<file path="src/rtl/decode_buffer.sv">
// decode_buffer: RV32I decoder feeding a DEPTH-entry circular FIFO of decoded records.
// Records leave through a valid/ready port; flush and reset discard everything buffered.
package decode_buffer_pkg;

    localparam logic [1:0] FU_ALU    = 2'd0;
    localparam logic [1:0] FU_LSU    = 2'd1;
    localparam logic [1:0] FU_BRANCH = 2'd2;

    typedef struct packed {
        logic [31:0] pc;
        logic [4:0]  rs1;
        logic [4:0]  rs2;
        logic [4:0]  rd;
        logic [31:0] imm;
        logic [2:0]  ALUOp;
        logic [6:0]  Opcode;
        logic [1:0]  fu;
    } decode_data;

endpackage

module decode_buffer
    import decode_buffer_pkg::*;
#(
    parameter int DEPTH = 4
) (
    input  logic                     clk,
    input  logic                     reset,
    input  logic                     flush,
    input  logic [31:0]              instr,
    input  logic [31:0]              pc_in,
    input  logic                     valid_in,
    output logic                     ready_in,
    output logic                     valid_out,
    input  logic                     ready_out,
    output decode_data               data_out,
    output logic                     illegal_out,
    output logic [$clog2(DEPTH):0]   count
);

    // DEPTH must be a power of two so the pointers wrap by plain overflow.
    localparam int PTR_W = $clog2(DEPTH);
    localparam int CNT_W = PTR_W + 1;
    localparam logic [CNT_W-1:0] FULL_COUNT = CNT_W'(DEPTH);

    localparam logic [6:0] OP_R      = 7'b0110011;
    localparam logic [6:0] OP_I_ALU  = 7'b0010011;
    localparam logic [6:0] OP_LOAD   = 7'b0000011;
    localparam logic [6:0] OP_STORE  = 7'b0100011;
    localparam logic [6:0] OP_BRANCH = 7'b1100011;
    localparam logic [6:0] OP_LUI    = 7'b0110111;
    localparam logic [6:0] OP_AUIPC  = 7'b0010111;
    localparam logic [6:0] OP_JALR   = 7'b1100111;
    localparam logic [6:0] OP_JAL    = 7'b1101111;

    logic [PTR_W-1:0] wr_ptr_reg;
    logic [PTR_W-1:0] rd_ptr_reg;
    logic [CNT_W-1:0] count_reg;

    logic push;
    logic pop;

    decode_data dec;
    logic       dec_illegal;

    logic [4:0]  f_rd;
    logic [4:0]  f_rs1;
    logic [4:0]  f_rs2;
    logic [31:0] imm_i;
    logic [31:0] imm_s;
    logic [31:0] imm_b;
    logic [31:0] imm_u;
    logic [31:0] imm_j;

    assign f_rd  = instr[11:7];
    assign f_rs1 = instr[19:15];
    assign f_rs2 = instr[24:20];
    assign imm_i = {{20{instr[31]}}, instr[31:20]};
    assign imm_s = {{20{instr[31]}}, instr[31:25], instr[11:7]};
    assign imm_b = {{19{instr[31]}}, instr[31], instr[7], instr[30:25], instr[11:8], 1'b0};
    assign imm_u = {instr[31:12], 12'b0};
    assign imm_j = {{11{instr[31]}}, instr[31], instr[19:12], instr[20], instr[30:21], 1'b0};

    // Fields a format does not use stay at the zero default.
    always_comb begin
        dec         = '0;
        dec_illegal = 1'b0;
        dec.pc      = pc_in;
        dec.Opcode  = instr[6:0];
        case (instr[6:0])
            OP_R: begin
                dec.rs1 = f_rs1; dec.rs2 = f_rs2; dec.rd = f_rd;
                dec.ALUOp = 3'b010; dec.fu = FU_ALU;
            end
            OP_I_ALU: begin
                dec.rs1 = f_rs1; dec.rd = f_rd; dec.imm = imm_i;
                dec.ALUOp = 3'b011; dec.fu = FU_ALU;
            end
            OP_LOAD: begin
                dec.rs1 = f_rs1; dec.rd = f_rd; dec.imm = imm_i;
                dec.ALUOp = 3'b000; dec.fu = FU_LSU;
            end
            OP_STORE: begin
                dec.rs1 = f_rs1; dec.rs2 = f_rs2; dec.imm = imm_s;
                dec.ALUOp = 3'b000; dec.fu = FU_LSU;
            end
            OP_BRANCH: begin
                dec.rs1 = f_rs1; dec.rs2 = f_rs2; dec.imm = imm_b;
                dec.ALUOp = 3'b001; dec.fu = FU_BRANCH;
            end
            OP_LUI: begin
                dec.rd = f_rd; dec.imm = imm_u;
                dec.ALUOp = 3'b100; dec.fu = FU_ALU;
            end
            OP_AUIPC: begin
                dec.rd = f_rd; dec.imm = imm_u;
                dec.ALUOp = 3'b101; dec.fu = FU_ALU;
            end
            OP_JALR: begin
                dec.rs1 = f_rs1; dec.rd = f_rd; dec.imm = imm_i;
                dec.ALUOp = 3'b110; dec.fu = FU_BRANCH;
            end
            OP_JAL: begin
                dec.rd = f_rd; dec.imm = imm_j;
                dec.ALUOp = 3'b111; dec.fu = FU_BRANCH;
            end
            default: dec_illegal = 1'b1;
        endcase
    end

    // ready_in ignores ready_out, so a full buffer refuses a push even while popping.
    assign ready_in  = !reset && !flush && (count_reg < FULL_COUNT);
    assign valid_out = (count_reg != '0);
    assign push      = valid_in && ready_in;
    assign pop       = valid_out && ready_out;

    decode_data       entry_data [DEPTH];
    logic [DEPTH-1:0] entry_illegal;

    for (genvar gi = 0; gi < DEPTH; gi++) begin : g_entry
        decode_data data_reg;
        logic       illegal_reg;

        always_ff @(posedge clk) begin
            if (push && (wr_ptr_reg == PTR_W'(gi))) begin
                data_reg    <= dec;
                illegal_reg <= dec_illegal;
            end
        end

        assign entry_data[gi]    = data_reg;
        assign entry_illegal[gi] = illegal_reg;
    end

    always_ff @(posedge clk) begin
        if (reset || flush) begin
            wr_ptr_reg <= '0;
            rd_ptr_reg <= '0;
            count_reg  <= '0;
        end else begin
            if (push) wr_ptr_reg <= wr_ptr_reg + PTR_W'(1);
            if (pop)  rd_ptr_reg <= rd_ptr_reg + PTR_W'(1);
            if (push && !pop)
                count_reg <= count_reg + CNT_W'(1);
            else if (pop && !push)
                count_reg <= count_reg - CNT_W'(1);
        end
    end

    // Empty buffer presents an all-zero record so stale entries never leak out.
    assign data_out    = valid_out ? entry_data[rd_ptr_reg] : '0;
    assign illegal_out = valid_out ? entry_illegal[rd_ptr_reg] : 1'b0;
    assign count       = count_reg;

endmodule

</file>
<file path="config.mk">
export PLATFORM = sky130hd
export DESIGN_NAME = decode_buffer
export DESIGN_NICKNAME = d
export VERILOG_FILES = /design/src/rtl/decode_buffer.sv
export SDC_FILE = /design/constraint.sdc
export NUM_CORES = 1
export LEC_CHECK = 0
export BUFFER_PORTS_ARGS = -buffer_cell sky130_fd_sc_hd__buf_2
export CAP_MARGIN = 20
export CORE_ASPECT_RATIO = 2
export CORE_MARGIN = 2
export CORE_UTILIZATION = 45
export CTS_CLUSTER_DIAMETER = 80
export DETAILED_ROUTE_END_ITERATION = 8
export GPL_ROUTABILITY_DRIVEN = 1
export PLACE_DENSITY_LB_ADDON = 0.08
export RECOVER_POWER = 25
export SYNTH_ARGS = -nofsm -noshare
export SYNTH_HDL_FRONTEND = slang
export SYNTH_SLANG_ARGS = --single-unit
</file>
<file path="constraint.sdc">
create_clock -name clk -period 3.8 [get_ports clk]
set_clock_uncertainty 0.15 [all_clocks]
set_input_delay 0 -clock clk [delete_from_list [all_inputs] [get_ports clk]]
set_output_delay 0 -clock clk [all_outputs]
set_load 0.03 [all_outputs]
</file>
==> results.md, run 1 <==
* Area Overhead vs Synth at 19.9%
* Initial core utilization at 45.9%
* Crit-path most repeated cell: dlygate4sd3_1
* Comb pwr share at 8.2%
* Power per cell area at 477 nW/um2
* Grt total ovfl at 0
* Slew Limit Headroom at 8.64%
* Root Driver: clkbuf_16
* Detailed placer's ending HPWL at 20300 um
* Multiplexer share of the synthesized area at 13.9%
* Grt met3 use at 2.66%
* Worst-path clk slew at 60 ps
* Synth Register Bits at 375
* Placed Cells incl. Taps at 1298
* Post-synth top cells: edfxtp_1, and2_1, mux4_2, a22o_1
* Worst R2R Setup Slack at 1230 ps
* Hold Vio Cnt, Final at 0
* Seq/Total Area, Yosys at 74.1%
* Vias in the first global route at 8685
* Startpoint Class: primary input
* Total GRT Usage at 19.2%
* Worst Hold Launch: pc_in[25]
* Sw frac at 22.1%
* Worst Setup SP: instr[2]
* Slowest cell on crit path: o32ai_1
* Die Footprint at 35100 um2
* CP Data Arrival Time at 3330 ps
* Drt wl/cell at 23.0 um
* Busiest grt layer: met2
* Adder-cell area share of the yosys netlist at 0.547%
* CP Capture Type: register
* Mapped cell area at 15100 um2
* Critical Path RT at 4000 ps
* Count leader, synth: edfxtp_1
* H-tree Lvls at 2
* Top cells by area, synth: edfxtp_1, mux4_2, and2_1
* CP bufs+invs at 3
* Die Height at 263 um
* Yosys warning total at 0
* Part of the power in registers at 53.0%
* CTS tree: yes
* Yosys top cell by area: edfxtp_1
* Initial antenna violation count at 0
* Internal power at 6.73 mW
* Post-route cell area at 18100 um2
* CP top delay family: buffers and inverters
* Filler Cells Inserted at 2630
* Filler-free cell count of the finished design at 1434
* Worst VDD drop at 0.000405 V
* Max FFs per register at 364
* Post-Synth XOR/XNOR Area at 0.290%
* Setup TNS at 0 ps
* First-pass DRT Iterations at 4
* Number of remaining DRC errors at 0
* Routing usage on met2 at 35.1%
* R2r startpoint: count[2]
* Post-synthesis compound-gate area fraction at 2.68%
* Vias at 7803
* Top cell type's share of synthesized area at 73.2%
* Maximum root-to-sink buffer count at 3
* # clock sinks at 375
* WS Path Type: primary input to register
* Syn avg cell area at 20.8 um2
* Library cells used by synthesis at 51
* Hold slack final at 132 ps
* Post-CTS Setup Bufs at 0
* Buffers on Ports at 165
* Number of vias per cell at 5.44
* Post-route ant nets at 0
* Met1 Usage GRT at 22.5%
* Largest net degree at the start of global routing at 94
* Worst-Skew Late Latency at 520 ps
* First-pass GRT wire length at 50600 um
* Mapped Cells at 727
* Nets at 1051
* Worst Max-Slew Pin Slew at 1360 ps
* Final period util at 82.5%
* Post-Route WL at 33000 um
* Post-synth EDFFs at 368
* Post-DP Area at 16400 um2
* Gpl congestion at 0.809
* CORE AREA at 32900 um2
* Clock Power Share at 38.8%
* P_sw at 1.91 mW
* Max Cap Violations at 0
* Unrepaired setup endpoints after global routing: false
* Die W at 134 um
* Fraction of registers with async set/reset at 0%
* Outcome: completed
* Mapped Nets at 802
* Main combinational cell family by area after synthesis: multiplexers
* Post-synthesis simple-gate area fraction at 6.30%
* Fin. max-slew vios at 0
* Leak Pwr at 5.83 nW
* Hold Path Class: primary input to register
* Largest fanout on the critical path at 17
* Fmax at 319 MHz
* DR iter-0 viols at 494
* Site Rows at 94
* Worst path max stage delay at 1060 ps
* I/O pin cnt at 166
* Critical path, cell by cell: dlygate4sd3_1, clkbuf_1, nand4bb_1, o32ai_1, a22o_1, dlygate4sd3_1
* Final Critical Period at 3130 ps
* Layout cells sized above 1 at 28.8%
* Most used DFF post-synth: edfxtp_1
* # setup viols final at 0
* Total CTS buffers at 35
-- repair_timing --
action	4_1_cts	5_1_grt
resized for setup	0	0
hold endpoints to repair	367	0
endpoints found under the setup margin	0	0
hold buffers	73	0
-- cells by family (layout without fill, tap and decap cells) --
| kind of cell | count (synthesis) | count (layout) |
|---|---|---|
| AOI/OAI and AO/OA | 48 | 48 |
| DFF | 375 | 375 |
| and+or+nand+nor | 151 | 151 |
| xor gates and xnor gates | 5 | 5 |
| other | 0 | 1 |
| adders and majority gates | 6 | 6 |
| buffers and inverters | 48 | 322 |
| muxes | 94 | 94 |
-- worst register-to-register path: stages (launching register included) --
cell     delay [ps]
dfxtp_1         370
nor4b_2         610
ha_1            290
inv_1            70
fa_1            380
xor2_1          170
or3_1           300
a21oi_1         150
-- final cells by class --
cell class              count  area [um2]  area share (%)
clock inverters            20         143           0.788
inverters                   8        30.0           0.166
clock buffers              42         945            5.22
repair buffers            252        1670            9.22
well taps                 432         541            2.98
diodes                      1        2.50          0.0138
flip-flops and latches    375       11200            61.8
multi-input cells         304        3580            19.8
-- path summary, 6_finish.rpt --
kind / endpoint / depth (start not counted)
hold / removal: entry_data[84] / 2
setup / recovery: entry_data[195] / 6
hold reg to reg: count[2] / 2
setup reg to reg: count[2] / 7
-- per-stage QoR --
stage / worst slack, ps / utilization [%] / power, mW
6_report: 666 / 55.0 / 8.64
5_1_grt: 694 / 55.0 / 8.91
4_1_cts: 865 / 55.2 / 8.76
3_5_place_dp: 1060 / 49.7 / 5.34
3_3_place_gp: 1200 / 49.7 / 5.33
2_1_floorplan: 950 / - / 5.10
-- metal layers --
metal	wire (um)	vias to the layer above	part of all wire (%)
li1	-	3447	-
met1	12500	4071	38
met2	18000	234	55
met3	1370	51	4.1
met4	1110	0	3.4
met5	0	-	0
-- cells in the final DEF, fill, tap and decap left out, types with 2 or more instances in the layout --
cell type        n
buf_4            9
buf_12           5
clkinv_1        10
clkinvlp_4       2
a21oi_1          4
or3_1            2
nand2_1          3
ha_1             5
nor3_1           2
nor2b_1          5
dfxtp_4          2
bufinv_16        2
and2_1         105
mux4_2          92
xor2_1           4
a22o_1          15
a31oi_1          2
nand4b_1         3
edfxtp_1       368
nor4bb_1         2
nand4_1          2
nor2_1           8
clkinv_2         6
or2_2            3
dlygate4sd3_1   73
clkbuf_16       37
and2_4           4
inv_1            8
dfxtp_1          5
a21o_1           8
o31ai_1          2
and2_0           5
clkbuf_1        49
buf_2          121
a211oi_1         3
o32ai_1          2
o21a_1           2
-- power by group through the flow --
stage	Sequential [mW]	Combinational [mW]	Clock, mW
6_report	4.58	0.706	3.35
5_1_grt	4.58	0.757	3.57
4_1_cts	4.58	0.726	3.45
3_5_place_dp	4.67	0.667	0
3_3_place_gp	4.67	0.661	0
2_1_floorplan	4.67	0.434	0
Note: power is estimated with default switching activity, not from simulation.
==> inputs of run 2 (changes only) <==
clock period = 3.1 ns   (was 3.8 ns; I/O delays follow)
==> run 2 against run 1 <==
Net effect: count of clock-buffer cells in the layout unchanged; non-clock buffer count increased by 11; global-route usage increased by 0.19 points; flip-flop and latch count unchanged.
==> results.md, run 2 (synthesis results as in run 1) <==
* Outcome: completed (unchanged)
* Initial antenna violation count at 0 (unchanged)
* Worst Setup SP: count[2] (was instr[2])
* Post-route ant nets at 0 (unchanged)
* Layout cells sized above 1 at 29.6% (was 28.8%)
* Hold Path Class: primary input to register (unchanged)
* Vias at 7795 (was 7803)
* Final Power at 10.5 mW (was 8.64 mW)
* Total GRT Usage at 19.3% (was 19.2%)
* Setup TNS at 0 ps (unchanged)
* Hold Vio Cnt, Final at 0 (unchanged)
* WS Path Type: register to register (was primary input to register)
* Gpl congestion at 0.735 (was 0.809)
* Drt wl/cell at 23.2 um (was 23.0 um)
* Most frequent cells in the layout: edfxtp_1, buf_2, and2_1 (unchanged)
* CP Depth at 9 (was 6)
* Reg2reg end: count[2] (unchanged)
* Worst Max-Slew Pin Slew at 895 ps (was 1360 ps)
* # setup viols final at 0 (unchanged)
* Root Driver: clkbuf_16 (unchanged)
* Maximum root-to-sink buffer count at 3 (unchanged)
* CP Capture Point: count[2] (was entry_data[195])
* CP bufs+invs at 3 (unchanged)
* Number of vias per cell at 5.42 (was 5.44)
* Hold Crit Depth at 2 (unchanged)
* R2R cell count at 9 (was 7)
* CP top delay family: buffers and inverters (unchanged)
* Number of remaining DRC errors at 0 (unchanged)
* Detailed placer's ending HPWL at 21100 um (was 20300 um)
* Max Cap Violations at 0 (unchanged)
* Power per cell area at 579 nW/um2 (was 477 nW/um2)
* Max FFs per register at 364 (unchanged)
* First-pass GRT wire length at 51300 um (was 50600 um)
* Hold_buf cts at 74 (was 73)
* Largest net degree at the start of global routing at 51 (was 94)
* First-pass DRT Iterations at 5 (was 4)
* Worst R2R Setup Slack at 90 ps (was 1230 ps)
* Vias in the first global route at 8782 (was 8685)
* CP Data Arrival Time at 3300 ps (was 3330 ps)
* Fmax at 333 MHz
* Final Critical Period at 3010 ps
* Post-CTS Setup Bufs at 0 (unchanged)
* CORE AREA at 32900 um2 (unchanged)
* Final period util at 97.0%
* CTS tree: yes (unchanged)
* I/O pin cnt at 166 (unchanged)
* Fin. max-slew vios at 0 (unchanged)
* Post-Route WL at 33300 um (was 33000 um)
* Area Overhead vs Synth at 20.7% (was 19.9%)
* N_diodes at 0 (was 1)
* Post-CTS Resized at 0 (unchanged)
* Die W at 134 um (unchanged)
* Startpoint Class: register (was primary input)
* Critical Path RT at 3390 ps (was 4000 ps)
* Worst VDD drop at 0.000429 V (was 0.000405 V)
* Worst-path clk slew at 60 ps (about the same)
* Worst-Skew Late Latency at 530 ps (was 520 ps)
* Leak Pwr at 5.89 nW (was 5.83 nW)
* Grt total ovfl at 0 (unchanged)
* Initial core utilization at 45.9% (unchanged)
* R2r startpoint: count[2] (unchanged)
* CP Capture Type: register (unchanged)
* Post-DP Area at 16500 um2 (was 16400 um2)
* Post-route cell area at 18200 um2 (was 18100 um2)
* Die Footprint at 35100 um2 (unchanged)
* H-tree Lvls at 2 (unchanged)
* Largest fanout on the critical path at 8 (was 17)
* Slowest cell on crit path: dlygate4sd3_1 (was o32ai_1)
* Most common cell after layout, fill and taps aside: edfxtp_1 (unchanged)
* # clock sinks at 375 (unchanged)
* Die Height at 263 um (unchanged)
* Buffers on Ports at 165 (unchanged)
* Nets at 1061 (was 1051)
* Total CTS buffers at 34 (was 35)
* Site Rows at 94 (unchanged)
* Worst path max stage delay at 600 ps (was 1060 ps)
* DR iter-0 viols at 402 (was 494)
* Slew Limit Headroom at 40.0% (was 8.64%)
* Unrepaired setup endpoints after global routing: false (unchanged)
* Critical path, cell by cell: nor4b_2, dlygate4sd3_1, buf_4, ha_1, inv_1, fa_1, xor2_1, or3_1, a21oi_1 (was dlygate4sd3_1, clkbuf_1, nand4bb_1, o32ai_1, a22o_1, dlygate4sd3_1)
run 2: cell count changes in the layout (fill, tap and decap cells not counted), moves of 2 or more:
cell,change
buf_12,+6
buf_4,+4
clkbuf_1,+2
clkbuf_16,-3
clkinv_1,-6
clkinvlp_4,-2
inv_6,+2
run 2: per-layer routing:
layer,track usage (%),vias to the layer above,routed length [um]
met5,0,-,0
met4,6.76,0,964
met3,2.62,56,1150
met2,36.0,204,18500
met1,22.6,4076,12700
li1,-,3459,-
run 2: stage by stage:
stage | utilization, % | hold WS, ps | setup slack, ps | instances
finish | 55.3 | 108 | 93.1 | 1439
global route | 55.3 | 135 | 10.1 | 1439
CTS | 55.5 | 40.4 | 175 | 1439
detailed placement | 50.1 | 69.5 | 697 | 1308
global placement | 50.1 | 59.8 | 825 | 1308
floorplan | - | -51.1 | 250 | 727
run 2: area by class of cell:
type / instances / area [um2]
inverter: 8 / 30.0
fill: 2666 / 14700
clock inverter: 15 / 164
sequential: 375 / 11200
timing repair buffer: 263 / 1830
multi-input combinational: 304 / 3580
tap: 432 / 541
clock buffer: 42 / 881
run 2: where the power goes:
group	internal (mW)	switching [mW]
Sequential	5.59	0.0217
Clock	2.28	1.77
Combinational	0.328	0.555
Total	8.20	2.34
run 2: worst min path at each step:
stage,startpoint,endpoint,slack (ps)
after global placement,pc_in[23],entry_data[82],60
after detailed placement,pc_in[23],entry_data[82],70
after CTS,pc_in[25],entry_data[357],40
after global routing,pc_in[5],entry_data[155],130
final,pc_in[23],entry_data[82],110
after floorplan,pc_in[0],entry_data[150],-50
==> inputs of run 3 (changes only) <==
BUFFER_PORTS_ARGS = -buffer_cell sky130_fd_sc_hd__clkbuf_2   (was -buffer_cell sky130_fd_sc_hd__buf_2)
==> run 3 against run 2 <==
Net effect: combinational power about the same; total power increased by 0.23%; sequential power about the same; setup slack improved by 72 ps; wire length decreased by 1.2%; count of clock-buffer cells in the layout increased by 3; final area decreased by 0.18%; die area unchanged; global-route usage decreased by 0.10 points; critical path type unchanged.
==> results.md, run 3 (synthesis results as in run 1) <==
* Nets at 1057 (was 1061)
* Site Rows at 94 (unchanged)
* Hold Crit Depth at 2 (unchanged)
* Worst R2R Setup Slack at 170 ps (was 90 ps)
* Post-CTS Setup Bufs at 0 (unchanged)
* Buffers on Ports at 165 (unchanged)
* WS Path Type: register to register (unchanged)
* Total CTS buffers at 34 (unchanged)
* # clock sinks at 375 (unchanged)
* Max layer used: met4 (unchanged)
* Worst-Skew Late Latency at 520 ps (was 530 ps)
* Metal2 WL at 18600 um (was 18500 um)
* Worst Hold Launch: instr[31] (was pc_in[23])
* Pre-CTS setup slack at 685 ps (was 697 ps)
* R2r startpoint: count[2] (unchanged)
* Number of vias per cell at 5.43 (was 5.42)
* R2R cell count at 9 (unchanged)
* Hold Vio Cnt, Final at 0 (unchanged)
* # setup viols final at 0 (unchanged)
* Hold endpoint: entry_data[133] (was entry_data[82])
* Total GRT Usage at 19.2% (was 19.3%)
* Worst Max-Slew Pin Slew at 914 ps (was 895 ps)
* Max FFs per register at 364 (unchanged)
* Worst-path clk slew at 60 ps (about the same)
* Unrepaired setup endpoints after global routing: false (unchanged)
* Die Height at 263 um (unchanged)
* CP Data Arrival Time at 3220 ps (was 3300 ps)
* CORE AREA at 32900 um2 (unchanged)
* Hold Path Class: primary input to register (unchanged)
* H-tree Lvls at 2 (unchanged)
* Max Cap Violations at 0 (unchanged)
* Area Overhead vs Synth at 20.4% (was 20.7%)
* Most frequent cells in the layout: edfxtp_1, clkbuf_2, and2_1 (was edfxtp_1, buf_2, and2_1)
* Setup TNS at 0 ps (unchanged)
* I/O pin cnt at 166 (unchanged)
* Fmax at 341 MHz (was 333 MHz)
* Reg2reg end: count[2] (unchanged)
* DR iter-0 viols at 401 (was 402)
* Final Power at 10.6 mW (was 10.5 mW)
* Met1 WL at 12600 um (was 12700 um)
* Root Driver: clkbuf_16 (unchanged)
* Fin. max-slew vios at 0 (unchanged)
* Post-Route WL at 32900 um (was 33300 um)
* Wire length on met3 at 940 um (was 1150 um)
* Final WS setup at 165 ps (was 93.1 ps)
* Power per cell area at 581 nW/um2 (was 579 nW/um2)
* Startpoint Class: register (unchanged)
* Critical Path RT at 3380 ps (was 3390 ps)
* Most common cell after layout, fill and taps aside: edfxtp_1 (unchanged)
* Slew Limit Headroom at 38.7% (was 40.0%)
* Leak Pwr at 5.81 nW (was 5.89 nW)
* Final Critical Period at 2930 ps (was 3010 ps)
* Number of remaining DRC errors at 0 (unchanged)
* CP Capture Type: register (unchanged)
* N_diodes at 0 (unchanged)
* Drt wl/cell at 22.9 um (was 23.2 um)
* Grt total ovfl at 0 (unchanged)
* Post-route cell area at 18200 um2 (about the same)
* Largest net degree at the start of global routing at 63 (was 51)
* First-pass DRT Iterations at 4 (was 5)
* Die W at 134 um (unchanged)
* Largest fanout on the critical path at 8 (unchanged)
* Detailed placer's ending HPWL at 20500 um (was 21100 um)
* Vias at 7806 (was 7795)
* Post-route ant nets at 0 (unchanged)
* Worst VDD drop at 0.000477 V (was 0.000429 V)
* First-pass GRT wire length at 51000 um (was 51300 um)
* Layout cells sized above 1 at 29.4% (was 29.6%)
* Vias in the first global route at 8700 (was 8782)
* Post-DP Area at 16500 um2 (about the same)
* CTS tree: yes (unchanged)
* Outcome: completed (unchanged)
* Gpl congestion at 0.719 (was 0.735)
* Initial antenna violation count at 0 (unchanged)
* Die Footprint at 35100 um2 (unchanged)
* Final period util at 94.7% (was 97.0%)
* Maximum root-to-sink buffer count at 3 (unchanged)
* Initial core utilization at 45.9% (unchanged)
[run 3: critical path, cell delays in order, from the launching register on]
cell and delay, ps:
dfxtp_2 360, nor4b_2 260, dlygate4sd3_1 580, buf_4 160, ha_1 200, inv_1 70
fa_1 370, xor2_1 180, or3_1 320, a21oi_1 180
[run 3: metal layers]
| layer | global-route usage, % | up-vias |
|---|---|---|
| met4 | 6.07 | 0 |
| li1 | - | 3454 |
| met5 | 0 | - |
| met1 | 22.4 | 4126 |
| met3 | 2.31 | 40 |
| met2 | 36.5 | 186 |
[run 3: report_power, final]
part | switching, mW | internal, mW | leakage [nW]
Clock | 1.74 | 2.33 | 0.526
Sequential | 0.0209 | 5.59 | 3.13
Combinational | 0.561 | 0.322 | 2.15
[run 3: how the worst max path moves through the flow]
stage                          to      from  slack [ps]  depth (start not counted)
floorplan           entry_data[0]  count[2]         250                          2
global placement         count[2]  count[2]         820                          8
detailed placement       count[2]  count[2]         680                          8
CTS                      count[2]  count[2]         150                          9
global route             count[2]  count[2]          30                          9
finish                   count[2]  count[2]         170                          9
[run 3: area by class of cell]
| class | count | area (um2) |
|---|---|---|
| Fill cell | 2654 | 14700 |
| Inverter | 8 | 30.0 |
| Sequential cell | 375 | 11200 |
| Timing Repair Buffer | 259 | 1770 |
| Tap cell | 432 | 541 |
| Clock inverter | 15 | 115 |
| Multi-Input combinational cell | 304 | 3580 |
| Clock buffer | 45 | 956 |
[run 3: timing repair]
item / CTS / global route
endpoints found under the setup margin: 0 / 1
hold buffers: 72 / 0
endpoints found under the hold margin: 355 / 0
gates resized for setup: 0 / 1
[run 3: stage by stage]
step,utilization (%),std cells,hold slack [ps]
after floorplan,-,727,-51.1
after global placement,50.0,1306,63.9
after detailed placement,50.0,1306,73.1
after CTS,55.4,1438,10.4
after global routing,55.2,1438,30.3
final,55.2,1438,59.0
